==> config.mk <==
export PLATFORM = sky130hd
export DESIGN_NAME = cook_timer
export DESIGN_NICKNAME = d
export VERILOG_FILES = /design/src/rtl/cook_timer.sv
export SDC_FILE = /design/constraint.sdc
export NUM_CORES = 1
export LEC_CHECK = 0
export CORE_MARGIN = 3
export CORE_UTILIZATION = 58
export CTS_BUF_LIST = sky130_fd_sc_hd__clkbuf_4
export DETAILED_ROUTE_END_ITERATION = 8
export GPL_TIMING_DRIVEN = 0
export PLACE_DENSITY_LB_ADDON = 0.1
export SYNTH_ARGS = -nofsm -noshare
export SYNTH_HDL_FRONTEND = slang
export SYNTH_SLANG_ARGS = --single-unit
==> constraint.sdc <==
create_clock -name clk -period 6.4 [get_ports clk]
set_clock_uncertainty 0.15 [all_clocks]
set_input_delay 1.92 -clock clk [delete_from_list [all_inputs] [get_ports clk]]
set_output_delay 1.92 -clock clk [all_outputs]
set_load 0.1 [all_outputs]
==> src/rtl/cook_timer.sv <==
// rtl/cook_timer.sv - BCD MM:SS cook-time countdown driven by magnetron state
//
// Ports:
//   clk         system clock, all state on rising edge
//   resetn      asynchronous active-low reset
//   clearn      synchronous active-low clear of cook time and prescaler
//   digit_valid one-cycle keypad strobe
//   digit       keypad digit (BCD 0-9; larger values are ignored)
//   mag_on      magnetron state; time counts down while high
//   min_tens, min_ones, sec_tens, sec_ones  BCD display digits
//   timer_done  all four digits zero (combinational)
//   done_pulse  one-cycle pulse after a tick takes 00:01 to 00:00
//   running     mag_on with nonzero time (combinational)
module cook_timer #(
    parameter int TICK_DIV = 100,
    parameter int PRE_W    = 7
) (
    input  logic       clk,
    input  logic       resetn,
    input  logic       clearn,
    input  logic       digit_valid,
    input  logic [3:0] digit,
    input  logic       mag_on,
    output logic [3:0] min_tens,
    output logic [3:0] min_ones,
    output logic [3:0] sec_tens,
    output logic [3:0] sec_ones,
    output logic       timer_done,
    output logic       done_pulse,
    output logic       running
);

    localparam logic [PRE_W-1:0] PRE_LAST = PRE_W'(TICK_DIV - 1);

    logic [PRE_W-1:0] pre;
    logic             digit_accept;
    logic             tick;
    logic             last_second;
    logic [3:0]       so_dec;
    logic [3:0]       st_dec;
    logic [3:0]       mo_dec;
    logic [3:0]       mt_dec;
    logic             b_so;
    logic             b_st;
    logic             b_mo;

    assign timer_done   = (min_tens == 4'd0) && (min_ones == 4'd0) &&
                          (sec_tens == 4'd0) && (sec_ones == 4'd0);
    assign running      = mag_on & ~timer_done;
    assign digit_accept = digit_valid && (digit <= 4'd9) && !mag_on;
    // The prescaler only advances while running, so a stopped or empty
    // timer never generates a tick.
    assign tick         = running && (pre == PRE_LAST);
    assign last_second  = (min_tens == 4'd0) && (min_ones == 4'd0) &&
                          (sec_tens == 4'd0) && (sec_ones == 4'd1);

    // Digit-wise BCD decrement with borrow. Seconds above 59 are left as
    // entered; only a borrow into sec_tens wraps it to 5.
    always_comb begin
        b_so   = (sec_ones == 4'd0);
        so_dec = b_so ? 4'd9 : sec_ones - 4'd1;
        b_st   = b_so && (sec_tens == 4'd0);
        st_dec = sec_tens;
        if (b_so) begin
            st_dec = (sec_tens == 4'd0) ? 4'd5 : sec_tens - 4'd1;
        end
        b_mo   = b_st && (min_ones == 4'd0);
        mo_dec = min_ones;
        if (b_st) begin
            mo_dec = (min_ones == 4'd0) ? 4'd9 : min_ones - 4'd1;
        end
        mt_dec = b_mo ? min_tens - 4'd1 : min_tens;
    end

    always_ff @(posedge clk or negedge resetn) begin
        if (!resetn) begin
            min_tens   <= 4'd0;
            min_ones   <= 4'd0;
            sec_tens   <= 4'd0;
            sec_ones   <= 4'd0;
            pre        <= '0;
            done_pulse <= 1'b0;
        end else begin
            done_pulse <= 1'b0;
            if (!clearn) begin
                min_tens <= 4'd0;
                min_ones <= 4'd0;
                sec_tens <= 4'd0;
                sec_ones <= 4'd0;
                pre      <= '0;
            end else if (digit_accept) begin
                min_tens <= min_ones;
                min_ones <= sec_tens;
                sec_tens <= sec_ones;
                sec_ones <= digit;
                pre      <= '0;
            end else if (running) begin
                if (tick) begin
                    pre        <= '0;
                    min_tens   <= mt_dec;
                    min_ones   <= mo_dec;
                    sec_tens   <= st_dec;
                    sec_ones   <= so_dec;
                    done_pulse <= last_second;
                end else begin
                    pre <= pre + PRE_W'(1);
                end
            end
        end
    end

endmodule
==> results.md, run 1 <==
* Result of the run: finished clean
* Transition time at the pin with the least slew margin at roughly 1.1 ns
* Remaining global-route overflow at 0
* H-tree lvl count at 1
* Count of standard-cell rows at 18
* Initial core utilization at between 60% and 70%
* Total Neg Setup Slack at 0 ns
* Clock period minus worst slack at 5.929 ns
* Clk sinks at 24
* Slowest cell delay on critical path at roughly 1.1 ns
* CP required at 4.33 ns
* Placed Instance Area at roughly 1900 µm²
* Count of flip-flops with a built-in enable after synthesis at 0
* TritonCTS clock tree: yes
* Number of gates resized after cts at 0
* Most used DFF post-synth: sky130_fd_sc_hd__dfrtp_1
* Layout-stage area growth over the synthesis result at 21.66%
* Synth area leaders: sky130_fd_sc_hd__dfrtp_1 39%, sky130_fd_sc_hd__o21ai_0 5.2%, sky130_fd_sc_hd__a311oi_1 4.5%, sky130_fd_sc_hd__or4_1 4.3%, sky130_fd_sc_hd__nor2_1 3.6%
* Yosys warning count at 0
* Cell at the root of the clock tree: sky130_fd_sc_hd__clkbuf_4
* Proportion of synthesized chip area in sequential cells at about 39%
* 1st-iter DRT viols at 138
* Worst-case vdd ir drop at 0.0001560 V
* Core Region at around 2500 µm²
* Top Family by Delay on Critical Path: buffers and inverters
* Max_cap viols at 0
* Startpoint kind of the worst setup timing path: input pin
* Routability congestion estimate at 0.9026
* Clock slew seen by the registers of the worst setup and hold paths at ~0.13 ns
* DRC viols at 0
* Buffers inserted by post-CTS timing repair at 0
* Cell-by-cell listing of the critical path: clkdlybuf4s50_1, and2_1, clkdlybuf4s50_1
* Setup violators final at 0
* Dominant cell type by count on the critical path: sky130_fd_sc_hd__clkdlybuf4s50_1
* Number of iterations in the first detailed-routing pass at 5
* Total global routing track utilization at 27.26%
* Number of slew-limit violations in the final report at 0
* Fmax at between 0.15 and 0.2 GHz
* Total power density per cell area at 195.9 nW/µm²
* Average instance area after synthesis at roughly 8.4 µm²
* CP max-delay cell: sky130_fd_sc_hd__clkdlybuf4s50_1
* Post-synth cell types at 40
* Buffers & Inverters on Critical Path at 2
* Number of storage elements in the synthesis netlist at 24
* Number of buffers created by CTS at 3
* Final Core Density at 74.95%
* Vias in the first global route at ~1600
* Dominant cell type by area after synthesis: sky130_fd_sc_hd__dfrtp_1
* Top fanout value on the critical path at 7
* Post-synthesis instance area at approximately 1600 µm²
* Design Power at about 370 µW
* Area of all placed cells without fillers at 1891 µm²
* Final Net Count at approximately 230
* Number of buffers inserted by port buffering at 27
* Worst skew pair latency at between 0.3 and 0.4 ns
* Worst max-slew margin expressed relative to the limit at 28.41%
* DIE WIDTH at 57.76 µm
* Synth top area share at about 39%
* Buffers from clock root to sink, at most at 2
* Count of endpoints failing hold in the final timing report at 0
* Final routed wirelength across all metal layers at approximately 4300 µm
* Hold Buf Count CTS at 0
* Type of the setup path with the least slack: in -> out
* Maximum number of pins on one net before global-route repair at 25
* Die height at just under 60 µm
* Crit. End Element: output port
* Antenna-violating nets left at 0
* Synthesized netlist net count at roughly 200
* Tightest hold margin at approximately 0.45 ns
* Detail-routed net length per standard cell at 17.41 µm
* Class of the most critical hold timing path: reg -> reg
* Via total after detailed routing at 1689
* Share of the clock period used by the worst path at between 90 and 100%
* Drt via density at a little under 7
* Leakage at roughly 0.73 nW
* Number of primary I/O pins at 28
* Synth Instances at about 190
* Count of inserted antenna diode cells at 0
* First-pass GRT wire length at between 7000 and 8000 µm
* Async set-or-reset flop fraction in the synthesized netlist at between 90% and 100%
* Filler Cell Count at between 200 and 250
* Antenna violations before repair at 0
* Fraction of layout instances using a drive strength above 1 at 5.116%
* Setup repair after global routing missed its margin: false
* Detail Placement HPWL at approximately 3000 µm
* Area of the die at between 3000 and 4000 µm²
* Critical path data arrival time at around 3.9 ns
[per-layer routing]
layer	part of all wire, %	up-vias	GRT usage, %
met5	0	-	0
met4	1.9	0	10.26
met3	7.4	16	2.673
met2	48	89	44.68
met1	42	798	37.38
li1	-	786	-
[logic make-up (layout without fill, tap and decap cells)]
group	after synthesis	count (layout)	share of synthesized area (%)
compound gates	55	55	23.67
fa+ha+maj	2	2	1.610
buf+inv	17	47	4.750
flops	24	24	38.65
simple gates	87	87	31.32
[final timing paths]
kind / end / startpoint / cells past startpoint / slack [ns]
max reg2reg: min_ones[3] / sec_ones[1] / 7 / 3.58
max in group asynchronous: pre[1] / resetn / 1 / 3.45
min in group asynchronous: min_tens[2] / resetn / 1 / 2.01
max: running / mag_on / 3 / 0.47
min reg2reg: pre[6] / pre[6] / 2 / 0.45
min: pre[6] / pre[6] / 2 / 0.45
[sequential cells by signal (all words and copies together), names as in the netlist]
signal	flops
done_pulse	1
min_ones	4
min_tens	4
pre	7
sec_ones	4
sec_tens	4
[worst register-to-register path: cells and delay by family, from the launching register on]
kind | cells | cell delay, ns
compound gates | 2 | 0.51
buf+inv | 3 | 0.55
flops | 1 | 0.42
simple gates | 2 | 1.06
[cell usage after synthesis, drive strengths merged, types with 4 or more instances]
cell    instances
nor4            5
a311oi          8
o31ai           4
nand4           7
nor2           15
or3             7
a21oi           9
o21ai          16
clkbuf         10
nand2          14
or4            10
dfrtp          24
nand3          10
inv             4
o211ai          5
[power by group]
part | total, mW | internal [mW] | switching [mW]
clock | 0.0698 | 0.0221 | 0.0477
sequential | 0.166 | 0.157 | 0.00898
combinational | 0.134 | 0.0361 | 0.0982
total | 0.370 | 0.216 | 0.155
[per-stage QoR]
step                std cells  setup WS, ns
CTS                       245        0.4765
detailed placement        242        0.4853
finish                    245        0.4714
global placement          242        0.4832
global route              245        0.4037
floorplan                 185        0.9934
[cell type report]
cell class / instances / area (µm²) / share of cell area (%)
Clock buffer: 3 / 22.52 / 1.191
Sequential cell: 24 / 600.6 / 31.77
Inverter: 4 / 15.01 / 0.7942
Multi-Input combinational cell: 144 / 885.9 / 46.86
Buffer: 13 / 58.81 / 3.111
Tap cell: 30 / 37.54 / 1.985
Timing Repair Buffer: 27 / 270.3 / 14.30
[placed cells by master, fill, tap and decap left out, types with 2 or more instances in the layout]
| master | count |
|---|---|
| sky130_fd_sc_hd__o211ai_1 | 5 |
| sky130_fd_sc_hd__o21a_1 | 2 |
| sky130_fd_sc_hd__o21ai_0 | 16 |
| sky130_fd_sc_hd__and2_1 | 3 |
| sky130_fd_sc_hd__nand4_1 | 7 |
| sky130_fd_sc_hd__nor4_1 | 4 |
| sky130_fd_sc_hd__o31ai_1 | 4 |
| sky130_fd_sc_hd__or3_1 | 7 |
| sky130_fd_sc_hd__nor4b_1 | 2 |
| sky130_fd_sc_hd__o311ai_0 | 2 |
| sky130_fd_sc_hd__o2111ai_1 | 2 |
| sky130_fd_sc_hd__clkbuf_4 | 3 |
| sky130_fd_sc_hd__inv_1 | 4 |
| sky130_fd_sc_hd__a311oi_1 | 8 |
| sky130_fd_sc_hd__or2_2 | 2 |
| sky130_fd_sc_hd__nor2_1 | 15 |
| sky130_fd_sc_hd__or4_1 | 9 |
| sky130_fd_sc_hd__nand3_1 | 10 |
| sky130_fd_sc_hd__a21oi_1 | 9 |
| sky130_fd_sc_hd__nand2_1 | 14 |
| sky130_fd_sc_hd__o22ai_1 | 2 |
| sky130_fd_sc_hd__dfrtp_1 | 24 |
| sky130_fd_sc_hd__buf_2 | 2 |
| sky130_fd_sc_hd__clkdlybuf4s50_1 | 27 |
| sky130_fd_sc_hd__clkbuf_1 | 10 |
| sky130_fd_sc_hd__nor3_1 | 3 |
| sky130_fd_sc_hd__nand2b_1 | 2 |
| sky130_fd_sc_hd__ha_1 | 2 |
Power figures use the tool's default switching activity.
==> run 2, diff against run 1 <==
--- a/config.mk
+++ b/config.mk
@@ -10,6 +10,8 @@
 export CTS_BUF_LIST = sky130_fd_sc_hd__clkbuf_4
 export DETAILED_ROUTE_END_ITERATION = 8
 export GPL_TIMING_DRIVEN = 0
+export HOLD_SLACK_MARGIN = 0.06
+export MAX_ROUTING_LAYER = met4
 export PLACE_DENSITY_LB_ADDON = 0.1
 export SYNTH_ARGS = -nofsm -noshare
 export SYNTH_HDL_FRONTEND = slang
==> results.md, run 2 (synthesis results as in run 1) <==
* Critical path data arrival time at roughly 3.9 ns
* First-pass GRT wire length at about 7200 µm
* Worst R2R Start: sec_ones[2]
* CP required at approximately 4.3 ns
* Buffers from clock root to sink, at most at 2
* Count of standard-cell rows at 18
* Area of the die at about 3300 µm²
* CP max-delay cell: sky130_fd_sc_hd__clkdlybuf4s50_1
* Number of buffers inserted by port buffering at 27
* Startpoint kind of the worst setup timing path: input pin
* Part of the total power dissipated in the clock network at 26.8%
* Top Family by Delay on Critical Path: buffers and inverters
* Cell-by-cell listing of the critical path: clkdlybuf4s50_1, and2_1, clkdlybuf4s50_1
* Most common cell after layout, fill and taps aside: sky130_fd_sc_hd__clkdlybuf4s50_1
* Count of inserted antenna diode cells at 0
* Total power density per cell area at ~210 nW/µm²
* CP endpoint: running
* Total Neg Setup Slack at 0 ns
* H-tree lvl count at 1
* Layout-stage area growth over the synthesis result at 23.59%
* Count of endpoints failing hold in the final timing report at 0
* Via total after detailed routing at 1716
* Top fanout value on the critical path at 7
* Largest reg by FF count: pre
* Clk sinks at 24
* Antenna-violating nets left at 0
* Class of the most critical hold timing path: reg -> reg
* Clock period minus worst slack at around 5.9 ns
* Number of cells in the finished layout apart from fillers at roughly 250
* Final routed wirelength across all metal layers at 4174 µm
* Type of the setup path with the least slack: in -> out
* Setup violators final at 0
* Share of the clock period used by the worst path at between 90 and 100%
* Dominant cell type by count on the critical path: sky130_fd_sc_hd__clkdlybuf4s50_1
* Slowest cell delay on critical path at 1.14 ns
* Initial core utilization at about three fifths
* Number of cells on the worst reg-to-reg path at 6
* Clock slew seen by the registers of the worst setup and hold paths at around 0.12 ns
* Switching component of the power at 154.1 µW
* Cell Int Power at 256.7 µW
* Worst max-slew margin expressed relative to the limit at ~28%
* Buffers & Inverters on Critical Path at 2
* Commonest non-fill, non-tap cells in the layout: 27 x sky130_fd_sc_hd__clkdlybuf4s50_1, 24 x sky130_fd_sc_hd__dfrtp_1, 16 x sky130_fd_sc_hd__o21ai_0
* Remaining global-route overflow at 0
* Register-to-Register Setup Slack at between 3 and 4 ns
* Antenna violations before repair at 0
* Setup repair after global routing missed its margin: false
* Drt via density at roughly 7
* Total global routing track utilization at 27.95%
* Core Region at between 2000 and 3000 µm²
* Result of the run: finished clean
* Combinational power share at roughly a third
* Net Sw Frac at ~38%
* Die height at just under 60 µm
* Buffers inserted by post-CTS timing repair at 0
* Flop pwr share at between 40% and 50%
* DRC viols at 0
* Vias in the first global route at between 1500 and 2000
* Final Net Count at 228
* Number of gates resized after cts at 0
* Worst skew pair latency at roughly 0.33 ns
* DIE WIDTH at ~58 µm
* Transition time at the pin with the least slew margin at between 1 and 1.5 ns
* Crit. End Element: output port
* Fmax at between 0.15 and 0.2 GHz
* Detail-routed net length per standard cell at around 17 µm
* Number of primary I/O pins at 28
* Number of iterations in the first detailed-routing pass at 5
* DP Cell Count at 242
* Worst setup path start: mag_on
* Fraction of layout instances using a drive strength above 1 at between 5 and 6%
* Leakage at 0.7418 nW
* Max_cap viols at 0
* Total number of cells along the worst setup path at 3
* Routability congestion estimate at around 0.9
* TritonCTS clock tree: yes
* 1st-iter DRT viols at 102
* Worst-case vdd ir drop at 0.0001918 V
* Flip-flop count of the largest register, all copies and words added at 7
* Worst reg2reg endpoint: min_ones[3]
* Detail Placement HPWL at 3039 µm
* Maximum number of pins on one net before global-route repair at 25
* Number of buffers created by CTS at 3
* Cell at the root of the clock tree: sky130_fd_sc_hd__clkbuf_4
* Number of slew-limit violations in the final report at 0
* Hold Buf Count CTS at 0
[run 2: power by group through the flow]
stage	registers (mW)	logic (mW)	clock network, mW
after CTS	0.166	0.133	0.113
after global routing	0.168	0.142	0.119
after detailed placement	0.169	0.133	0
after floorplan	0.200	0.0645	0
final	0.166	0.134	0.110
after global placement	0.168	0.130	0
[run 2: tightest hold or removal path, cell delays in order, from the launching register on]
cell and delay, ns:
sky130_fd_sc_hd__dfrtp_1 0.43, sky130_fd_sc_hd__nand2_1 0.07, sky130_fd_sc_hd__o22ai_1 0.07
[run 2: stage by stage]
step	power [mW]	hold slack, ns	area (µm²)	utilization [%]	worst slack (ns)
5_1_grt	0.4284	0.4901	1921	76.14	0.4447
2_1_floorplan	0.2646	0.3688	1560	-	0.9934
6_report	0.4109	0.4489	1921	76.14	0.4753
4_1_cts	0.4119	0.4479	1921	76.14	0.4736
3_3_place_gp	0.2984	0.3950	1868	74.06	0.4806
3_5_place_dp	0.3016	0.4274	1868	74.06	0.4824
[run 2: worst min-delay path by stage]
stage                       from  endpoint  slack [ns]  cells past startpoint
final                     pre[1]    pre[1]        0.45                      2
after global routing      pre[3]    pre[3]        0.49                      2
after CTS                 pre[6]    pre[6]        0.45                      2
after detailed placement  pre[6]    pre[6]        0.43                      2
after global placement    pre[6]    pre[6]        0.40                      2
after floorplan           pre[6]    pre[6]        0.37                      2
[run 2: area by class of cell]
| class | instances | area [µm²] |
|---|---|---|
| Fill cell | 183 | 601.8 |
| Inverter | 4 | 15.01 |
| Sequential cell | 24 | 600.6 |
| Clock inverter | 1 | 30.03 |
| Tap cell | 30 | 37.54 |
| Timing Repair Buffer | 27 | 270.3 |
| Clock buffer | 3 | 22.52 |
| Multi-Input combinational cell | 144 | 885.9 |
| Buffer | 13 | 58.81 |
[run 2: layer usage]
layer	GRT usage, %	share of wire [%]	vias to the layer above
met5	-	0	-
met4	12.58	2.2	0
met3	4.900	9.3	13
met2	44.68	48	118
met1	34.52	40	796
li1	-	-	789
